<file path="src/rtl/park_gate_scheduler.sv">
// Car-park barrier scheduler: round-robin arbitration of entry/exit lanes onto one
// shared barrier slot, with a free-place counter exported to the display.
module park_gate_scheduler #(
  parameter int NLANES     = 4,
  parameter int PMAX       = 5,
  parameter int BAR_CYCLES = 50,
  parameter int CW         = 8
) (
  input  logic              clk,
  input  logic              rst,
  input  logic [NLANES-1:0] entry_req,
  input  logic [NLANES-1:0] exit_req,
  output logic [NLANES-1:0] entry_open,
  output logic [NLANES-1:0] exit_open,
  output logic [CW-1:0]     free_cnt,
  output logic              full,
  output logic              empty
);

  localparam int PW = (NLANES > 1) ? $clog2(NLANES) : 1;
  localparam int TW = (BAR_CYCLES > 2) ? $clog2(BAR_CYCLES) : 1;

  typedef enum logic [1:0] {IDLE, OPEN_IN, OPEN_OUT, GAP} state_t;

  state_t            r_state, w_state_nxt;
  logic [TW-1:0]     r_timer;
  logic [PW-1:0]     r_ptr_in, r_ptr_out;
  logic [NLANES-1:0] r_arm_in, r_arm_out;
  logic [NLANES-1:0] r_entry_open, r_exit_open;
  logic [CW-1:0]     r_free;

  logic [NLANES-1:0] w_elig_in, w_elig_out;
  logic [PW:0]       w_pick_in, w_pick_out;
  logic [NLANES-1:0] w_gnt_in, w_gnt_out;
  logic              w_close;

  // {found, lane}: first eligible lane at or after ptr, wrapping modulo NLANES.
  function automatic logic [PW:0] rr_pick(input logic [NLANES-1:0] elig,
                                          input logic [PW-1:0]     ptr);
    logic [PW:0] res;
    int          idx;
    res = '0;
    for (int i = NLANES - 1; i >= 0; i--) begin
      idx = (int'(ptr) + i) % NLANES;
      if (elig[idx]) res = {1'b1, PW'(idx)};
    end
    return res;
  endfunction

  function automatic logic [PW-1:0] ptr_after(input logic [PW-1:0] g);
    return PW'((int'(g) + 1) % NLANES);
  endfunction

  // Full park blocks entries, empty park blocks exits; the requests stay pending.
  assign w_elig_in  = entry_req & r_arm_in  & {NLANES{r_free != '0}};
  assign w_elig_out = exit_req  & r_arm_out & {NLANES{r_free != CW'(PMAX)}};
  assign w_pick_in  = rr_pick(w_elig_in,  r_ptr_in);
  assign w_pick_out = rr_pick(w_elig_out, r_ptr_out);

  always_comb begin
    w_state_nxt = r_state;
    w_gnt_in    = '0;
    w_gnt_out   = '0;
    w_close     = 1'b0;
    case (r_state)
      IDLE: begin
        // Exits first: they free space and settle simultaneous entry/exit.
        if (w_pick_out[PW]) begin
          w_gnt_out   = NLANES'(1) << w_pick_out[PW-1:0];
          w_state_nxt = OPEN_OUT;
        end else if (w_pick_in[PW]) begin
          w_gnt_in    = NLANES'(1) << w_pick_in[PW-1:0];
          w_state_nxt = OPEN_IN;
        end
      end
      OPEN_IN, OPEN_OUT: begin
        if (r_timer == TW'(BAR_CYCLES - 1)) begin
          w_close     = 1'b1;
          w_state_nxt = GAP;
        end
      end
      GAP:     w_state_nxt = IDLE;
      default: begin
        w_close     = 1'b1;
        w_state_nxt = IDLE;
      end
    endcase
  end

  always_ff @(posedge clk) begin
    if (rst) begin
      r_state      <= IDLE;
      r_timer      <= '0;
      r_ptr_in     <= '0;
      r_ptr_out    <= '0;
      r_arm_in     <= '1;
      r_arm_out    <= '1;
      r_entry_open <= '0;
      r_exit_open  <= '0;
      r_free       <= CW'(PMAX);
    end else begin
      r_state   <= w_state_nxt;
      // Re-arm only once the lane's request drops: one car, one grant.
      r_arm_in  <= (r_arm_in  & ~w_gnt_in)  | ~entry_req;
      r_arm_out <= (r_arm_out & ~w_gnt_out) | ~exit_req;
      if (|w_gnt_out) begin
        r_exit_open  <= w_gnt_out;
        r_entry_open <= '0;
        r_free       <= r_free + CW'(1);
        r_ptr_out    <= ptr_after(w_pick_out[PW-1:0]);
        r_timer      <= '0;
      end else if (|w_gnt_in) begin
        r_entry_open <= w_gnt_in;
        r_exit_open  <= '0;
        r_free       <= r_free - CW'(1);
        r_ptr_in     <= ptr_after(w_pick_in[PW-1:0]);
        r_timer      <= '0;
      end else if (w_close) begin
        r_entry_open <= '0;
        r_exit_open  <= '0;
        r_timer      <= '0;
      end else if (r_state == OPEN_IN || r_state == OPEN_OUT) begin
        r_timer <= r_timer + TW'(1);
      end
    end
  end

  assign entry_open = r_entry_open;
  assign exit_open  = r_exit_open;
  assign free_cnt   = r_free;
  assign full       = (r_free == '0);
  assign empty      = (r_free == CW'(PMAX));

endmodule

</file>
<file path="config.mk">
export PLATFORM = sky130hd
export DESIGN_NAME = park_gate_scheduler
export DESIGN_NICKNAME = d
export VERILOG_FILES = /design/src/rtl/park_gate_scheduler.sv
export SDC_FILE = /design/constraint.sdc
export NUM_CORES = 1
export LEC_CHECK = 0
export CAP_MARGIN = 20
export CORE_MARGIN = 2
export CORE_UTILIZATION = 59
export DETAILED_ROUTE_END_ITERATION = 10
export PLACE_DENSITY_LB_ADDON = 0.25
export SYNTH_ARGS = -nofsm -noshare
export SYNTH_HDL_FRONTEND = slang
export SYNTH_SLANG_ARGS = --single-unit
</file>
<file path="constraint.sdc">
create_clock -name clk -period 5.73 [get_ports clk]
set_input_delay 1.146 -clock clk [delete_from_list [all_inputs] [get_ports clk]]
set_output_delay 1.146 -clock clk [all_outputs]
set_load 0.02 [all_outputs]
</file>
==> out/metrics.csv, run 1 <==
stage,metric,value,unit
outcome,outcome,completed,
die,row_count,22,
finish,antenna_cells,0,
sta,final_hold_viol_count,0,
worst_setup_path,worstSetupPathType,primary input to register,
clock_network,postCtsHoldBufs,0,
die,io_pins,28,
global_routing,met2_usage,36.7,%
sta,final.setup.tns,0,ns
finish,post_route_cells_drive_above_1_share,8.42,%
finish,nets,294,
yosys,ys_seq_area_share,32.6,%
flow_run,maxCapViolCount,0,
worst_setup_path,crit_required,5.90,ns
route,avgRoutedWirePerCell,14.2,microns
worst_hold_path,hold_path.class,register to register,
worst_setup_path,worst_r2r_endpoint,free_cnt[6],
finish,final_common_cell,dfxtp_1,
worst_setup_path,cp-end-kind,register,
worst_setup_path,worstSetupStartpoint,entry_req[0],
route,first_pass_iters,5,
yosys,syn_inst,247,
route,ant_nets,0,
route,drc,0,
die,die_height,65.3,microns
global_routing,grt-busiest-layer,met2,
worst_setup_path,timing.rr.start,free_cnt[1],
sta,final.min_clock_period,4.08,ns
global_routing,grt_max_degree,33,
finish,fillers,298,
placement,dp.cells,313,
power,clockPowerShare,16.3,%
yosys,yosysUniqueCellTypes,56,
finish,final_cell_mix,"36 x dfxtp_1, 27 x clkdlybuf4s50_1, 26 x nand2_1",
yosys,syn_area,0.00221,sq mm
yosys,synth_edf_count,0,
sta,fin_crit_sh,71.3,%
die,dieArea,0.00426,sq mm
yosys,synth-main-ff-cell,dfxtp_1,
clock_network,cts_setup_buffers,0,
sta,worstMarginPinSlew,0.783,ns
yosys,synthTopCellsByArea,"dfxtp_1 33%, ha_1 6.8%, nand2_1 4.4%",
sta,rsz0062_at_grt,no,
yosys,ys_async_sr_fraction,0,%
placement,io_buffers,27,
yosys,yosys.area.top_type_share,32.6,%
global_routing,grt_use_met3,4.97,%
finish,multi_input_area,0.00138,sq mm
clock_network,cts-htree-levels,2,
finish,fin_cells,321,
route,first_iter_violations,125,
die,die-width,65.3,microns
global_routing,use_met1,31.9,%
power,sw_frac_of_total,44.0,%
route,vias,1937,
placement,gp_congestion,0.834,
finish,regArea,721,sq um
clock_network,cts_sinks,36,
route,vias_per_cell,6.03,
placement,hpwl,3300,microns
yosys,synth_area_leader_cell,dfxtp_1,
die,start_util,60.9,%
route,finalWirelength,4570,microns
yosys,ys_warn_count,0,
worst_setup_path,cp.arrival,4.25,ns
clock_network,root_buffer,clkbuf_8,
power,total_leakage_power,0.00100,uW
clock_network,cts_max_path_buffers,2,
yosys,ys_seq_elements,36,
die,coreArea,0.00363,sq mm
finish,fin_area,0.00258,sq mm
power,seq_power_share,29.0,%
global_routing,grt_pass1_vias,1798,
global_routing,antenna_found_initial,0,
sta,fin_worst_skew,0.00826,ns
clock_network,worstSkewPairLatency,0.28,ns
yosys,synth_nets,269,
global_routing,grt_pass1_wl,8010,microns
power,comb_power_share,54.8,%
worst_setup_path,crit_fanout,10,
power,power.density,518,mW/mm^2
power,p_int,750,uW
sta,setup_viol,0,
worst_setup_path,critPathCapture,free_cnt[6],
power,peakVddDrop,0.331,mV
clock_network,cts_tree,done,
clock_network,clk_pin_slew,0.07,ns
placement,dpl_cell_area,0.00248,sq mm
worst_setup_path,crit_path_start_kind,primary input,
power,p_switching,589,uW
sta,slew_violations,0,
sta,max_freq,0.245,GHz
clock_network,cts_resized,0,
global_routing,track_usage,23.8,%
worst_setup_path,rr_worst_depth,11,
sta,maxSlewHeadroom,47.8,%
yosys,syn_avg_cell_area,8.96,sq um
global_routing,overflow,0,
finish,synthToLayoutAreaGrowth,16.7,%
clock_network,cts_made_buffers,5,
power,p_total,1340,uW
worst_setup_path,r2r_slack,2.50,ns
Yosys cell counts (all sizes together), types with 4 or more instances:
cell / count
clkbuf: 5
nor2: 23
and3: 6
a21oi: 7
nand3b: 4
xor2: 5
ha: 12
nor4: 9
nor3: 9
a22oi: 6
dfxtp: 36
o21ai: 5
o2bb2ai: 4
nand2: 26
mux2i: 6
nor2b: 6
inv: 10
buf: 5
nand3: 4
a211oi: 6
a22o: 11
nand4: 5
cell families (layout without fill, tap and decap cells):
group                      count (synthesis)  in the layout  share of synthesized area [%]
adders and majority gates                 12             12                           6.78
and+or+nand+nor                          107            107                           27.1
muxes                                      9              9                           4.24
buffers and inverters                     20             46                           5.09
DFF                                       36             36                           32.6
AOI/OAI and AO/OA                         56             56                           21.4
xor gates and xnor gates                   7              7                           2.77
power groups by stage:
stage / clock network [uW] / registers (uW) / logic [uW]
floorplan: 0 / 386 / 570
global placement: 0 / 390 / 716
detailed placement: 0 / 391 / 723
CTS: 223 / 386 / 727
global route: 232 / 396 / 807
finish: 218 / 388 / 733
state kept, by name, indices dropped and copies added (netlist names):
signal / count
r_arm_in: 4
entry_open: 4
r_ptr_out: 2
exit_open: 4
free_cnt: 8
r_ptr_in: 2
r_timer: 6
r_state: 2
r_arm_out: 4
worst max-delay path: stages:
cell and delay, ns:
clkdlybuf4s50_1 0.46, nand2_1 0.11, nor2_1 0.05, o31a_1 0.27, nor3_1 0.40, inv_1 0.13, ha_1 0.25, nor4_1 0.36
a221oi_2 0.10, and3_1 0.35, a31oi_1 0.27, mux2_1 0.34
through the flow:
step / hold slack [ns] / worst slack (ns) / utilization (%)
finish: 0.480 / 1.65 / 71.1
global route: 0.503 / 1.44 / 71.1
CTS: 0.484 / 1.67 / 71.1
detailed placement: 0.464 / 1.37 / 68.1
global placement: 0.462 / 1.44 / 68.1
floorplan: 0.446 / 2.18 / -
layer usage:
layer	vias to the layer above	wire length [microns]
met5	-	0
met4	0	95
met3	10	224
met2	54	2040
met1	894	2210
li1	979	-
area by class of cell:
cell class / instances / share of cell area [%]
Clock buffer: 6 / 2.81
Clock inverter: 2 / 1.36
Sequential cell: 36 / 27.9
Multi-Input combinational cell: 191 / 53.4
Timing Repair Buffer: 28 / 10.8
Inverter: 10 / 1.45
Tap cell: 48 / 2.32
worst min path at each step:
stage / start / slack (ns) / end / cells after the start
global placement: exit_open[3] / 0.46 / exit_open[3] / 1
detailed placement: exit_open[2] / 0.46 / exit_open[2] / 1
CTS: exit_open[1] / 0.48 / exit_open[1] / 1
finish: exit_open[3] / 0.48 / exit_open[3] / 1
floorplan: r_arm_in[3] / 0.45 / r_arm_in[3] / 2
global route: exit_open[3] / 0.50 / exit_open[3] / 1
No activity file was read; power rests on OpenSTA's default activity.
==> run 2, diff against run 1 <==
- CORE_UTILIZATION: 59 -> 55
- clock period: 5.73 -> 4 ns (I/O delays scaled with it)
==> out/metrics.csv, run 2 (synthesis results as in run 1) <==
stage,metric,value,unit,change
worst_setup_path,worstSetupStartpoint,exit_req[1],,
global_routing,grt_pass1_vias,1697,,-5.6%
placement,hpwl,3590,microns,+8.9%
global_routing,met2_usage,36.1,%,-0.60 points
finish,final_cell_mix,"36 x dfxtp_1, 27 x clkdlybuf4s50_1, 26 x nand2_1",,
clock_network,cts_setup_buffers,0,,unchanged
sta,worstMarginPinSlew,0.748,ns,-0.0354 ns
clock_network,cts_max_path_buffers,2,,unchanged
sta,final.min_clock_period,3.57,ns,
route,ant_nets,0,,unchanged
route,vias_per_cell,5.94,,-1.6%
finish,synthToLayoutAreaGrowth,19.4,%,
sta,final.setup.tns,0,ns,unchanged
clock_network,postCtsHoldBufs,0,,unchanged
worst_setup_path,timing.rr.start,free_cnt[0],,
worst_setup_path,crit_fanout,5,,-5
clock_network,root_buffer,clkbuf_8,,
worst_setup_path,cp-end-kind,register,,
route,first_pass_iters,4,,-1
power,total_leakage_power,0.00104,uW,+3.4%
die,io_pins,28,,unchanged
sta,max_freq,0.280,GHz,
worst_setup_path,worstSetupPathType,primary input to register,,
die,coreArea,0.00394,sq mm,+8.5%
die,die_height,67.4,microns,+3.3%
sta,maxSlewHeadroom,49.7,%,+1.9 points
worst_hold_path,min_from,exit_open[3],,
finish,final_common_cell,dfxtp_1,,
route,first_iter_violations,103,,-18%
worst_hold_path,hold_path.class,register to register,,
sta,rsz0062_at_grt,no,,
clock_network,cts_resized,0,,unchanged
global_routing,grt_max_degree,25,,-24%
clock_network,clk_pin_slew,0.08,ns,about the same
clock_network,cts_sinks,36,,unchanged
global_routing,grt_use_met3,6.00,%,+1.0 points
sta,fin_worst_skew,0.00321,ns,-0.00505 ns
power,power.density,756,mW/mm^2,+46%
sta,final_hold_viol_count,0,,unchanged
power,peakVddDrop,0.352,mV,+6.4%
die,start_util,56.1,%,-4.8 points
finish,nets,301,,+2.4%
clock_network,cts_tree,done,,
die,row_count,23,,+4.5%
global_routing,antenna_found_initial,0,,unchanged
worst_setup_path,cp.arrival,3.79,ns,-0.46 ns
route,finalWirelength,4900,microns,+7.4%
clock_network,cts-htree-levels,2,,unchanged
die,die-width,67.4,microns,+3.3%
finish,post_route_cells_drive_above_1_share,11.1,%,+2.6 points
worst_setup_path,crit_required,4.22,ns,-1.68 ns
clock_network,cts_made_buffers,5,,unchanged
placement,gp_congestion,0.860,,+3.1%
global_routing,overflow,0,,unchanged
sta,setup_viol,0,,unchanged
route,drc,0,,unchanged
finish,antenna_cells,0,,unchanged
placement,io_buffers,27,,unchanged
flow_run,maxCapViolCount,0,,unchanged
clock_network,worstSkewPairLatency,0.29,ns,about the same
global_routing,grt-busiest-layer,met2,,
sta,fin_crit_sh,89.3,%,
global_routing,track_usage,22.7,%,-1.1 points
finish,post-route-util,67.0,%,-4.1 points
outcome,outcome,completed,,
route,vias,1959,,+1.1%
sta,slew_violations,0,,unchanged
sta,worst_slack,0.430,ns,-1.22 ns
route,avgRoutedWirePerCell,14.9,microns,+4.5%
placement,place_ws,0.137,ns,-1.23 ns
finish,largest_reg_flops,8,,unchanged
global_routing,use_met1,29.9,%,-2.0 points
worst_setup_path,crit_path_start_kind,primary input,,
die,dieArea,0.00455,sq mm,+6.8%
global_routing,grt_pass1_wl,7820,microns,-2.4%
[run 2: changes by cell type in the layout (fill, tap and decap cells not counted), sizes merged]
cell	previous run	this run
clkbuf	6	5
buf	1	8
clkinvlp	0	1
[run 2: report_power, final]
part / total, uW / internal, uW / switching (uW)
clock: 326 / 184 / 142
sequential: 552 / 441 / 111
combinational: 1120 / 495 / 624
total: 2000 / 1120 / 877
[run 2: layout make-up]
class                           count  area, sq um
Timing Repair Buffer               35          330
Inverter                           10         37.5
Multi-Input combinational cell    191         1380
Clock buffer                        5         68.8
Sequential cell                    36          721
Clock inverter                      3         42.5
Tap cell                           50         62.6
Fill cell                         345         1300
[run 2: path summary, 6_finish.rpt]
path                        to  slack [ns]  cells past startpoint
setup reg to reg   free_cnt[7]        0.91                     11
hold / removal    exit_open[3]        0.48                      1
hold reg to reg   exit_open[3]        0.48                      1
setup / recovery    r_timer[1]        0.43                     11
[run 2: worst max-delay path: stages]
cell             delay [ns]
clkdlybuf4s50_1        0.53
nand2_1                0.12
or4_1                  0.41
and3_1                 0.23
a211oi_1               0.25
o21ai_0                0.18
ha_1                   0.25
nor4_1                 0.32
nor2_2                 0.08
or3_4                  0.41
a211oi_2               0.19
[run 2: layer usage]
metal  vias to the layer above  wire, microns
met5                         -              0
met4                         0             77
met3                         9            196
met2                        49           2300
met1                       917           2330
li1                        984              -
[run 2: stage by stage]
step	hold WS, ns	instances	total power [uW]	area, sq um
floorplan	0.446	247	1370	2210
global placement	0.462	322	1640	2530
detailed placement	0.464	322	1670	2530
CTS	0.482	330	2000	2640
global route	0.507	330	2140	2640
finish	0.477	330	2000	2640
==> run 3, diff against run 2 <==
- CAP_MARGIN: 20 -> 10
==> results of run 3 <==
The final DEF is identical to that of run 2; final timing and power are the same.
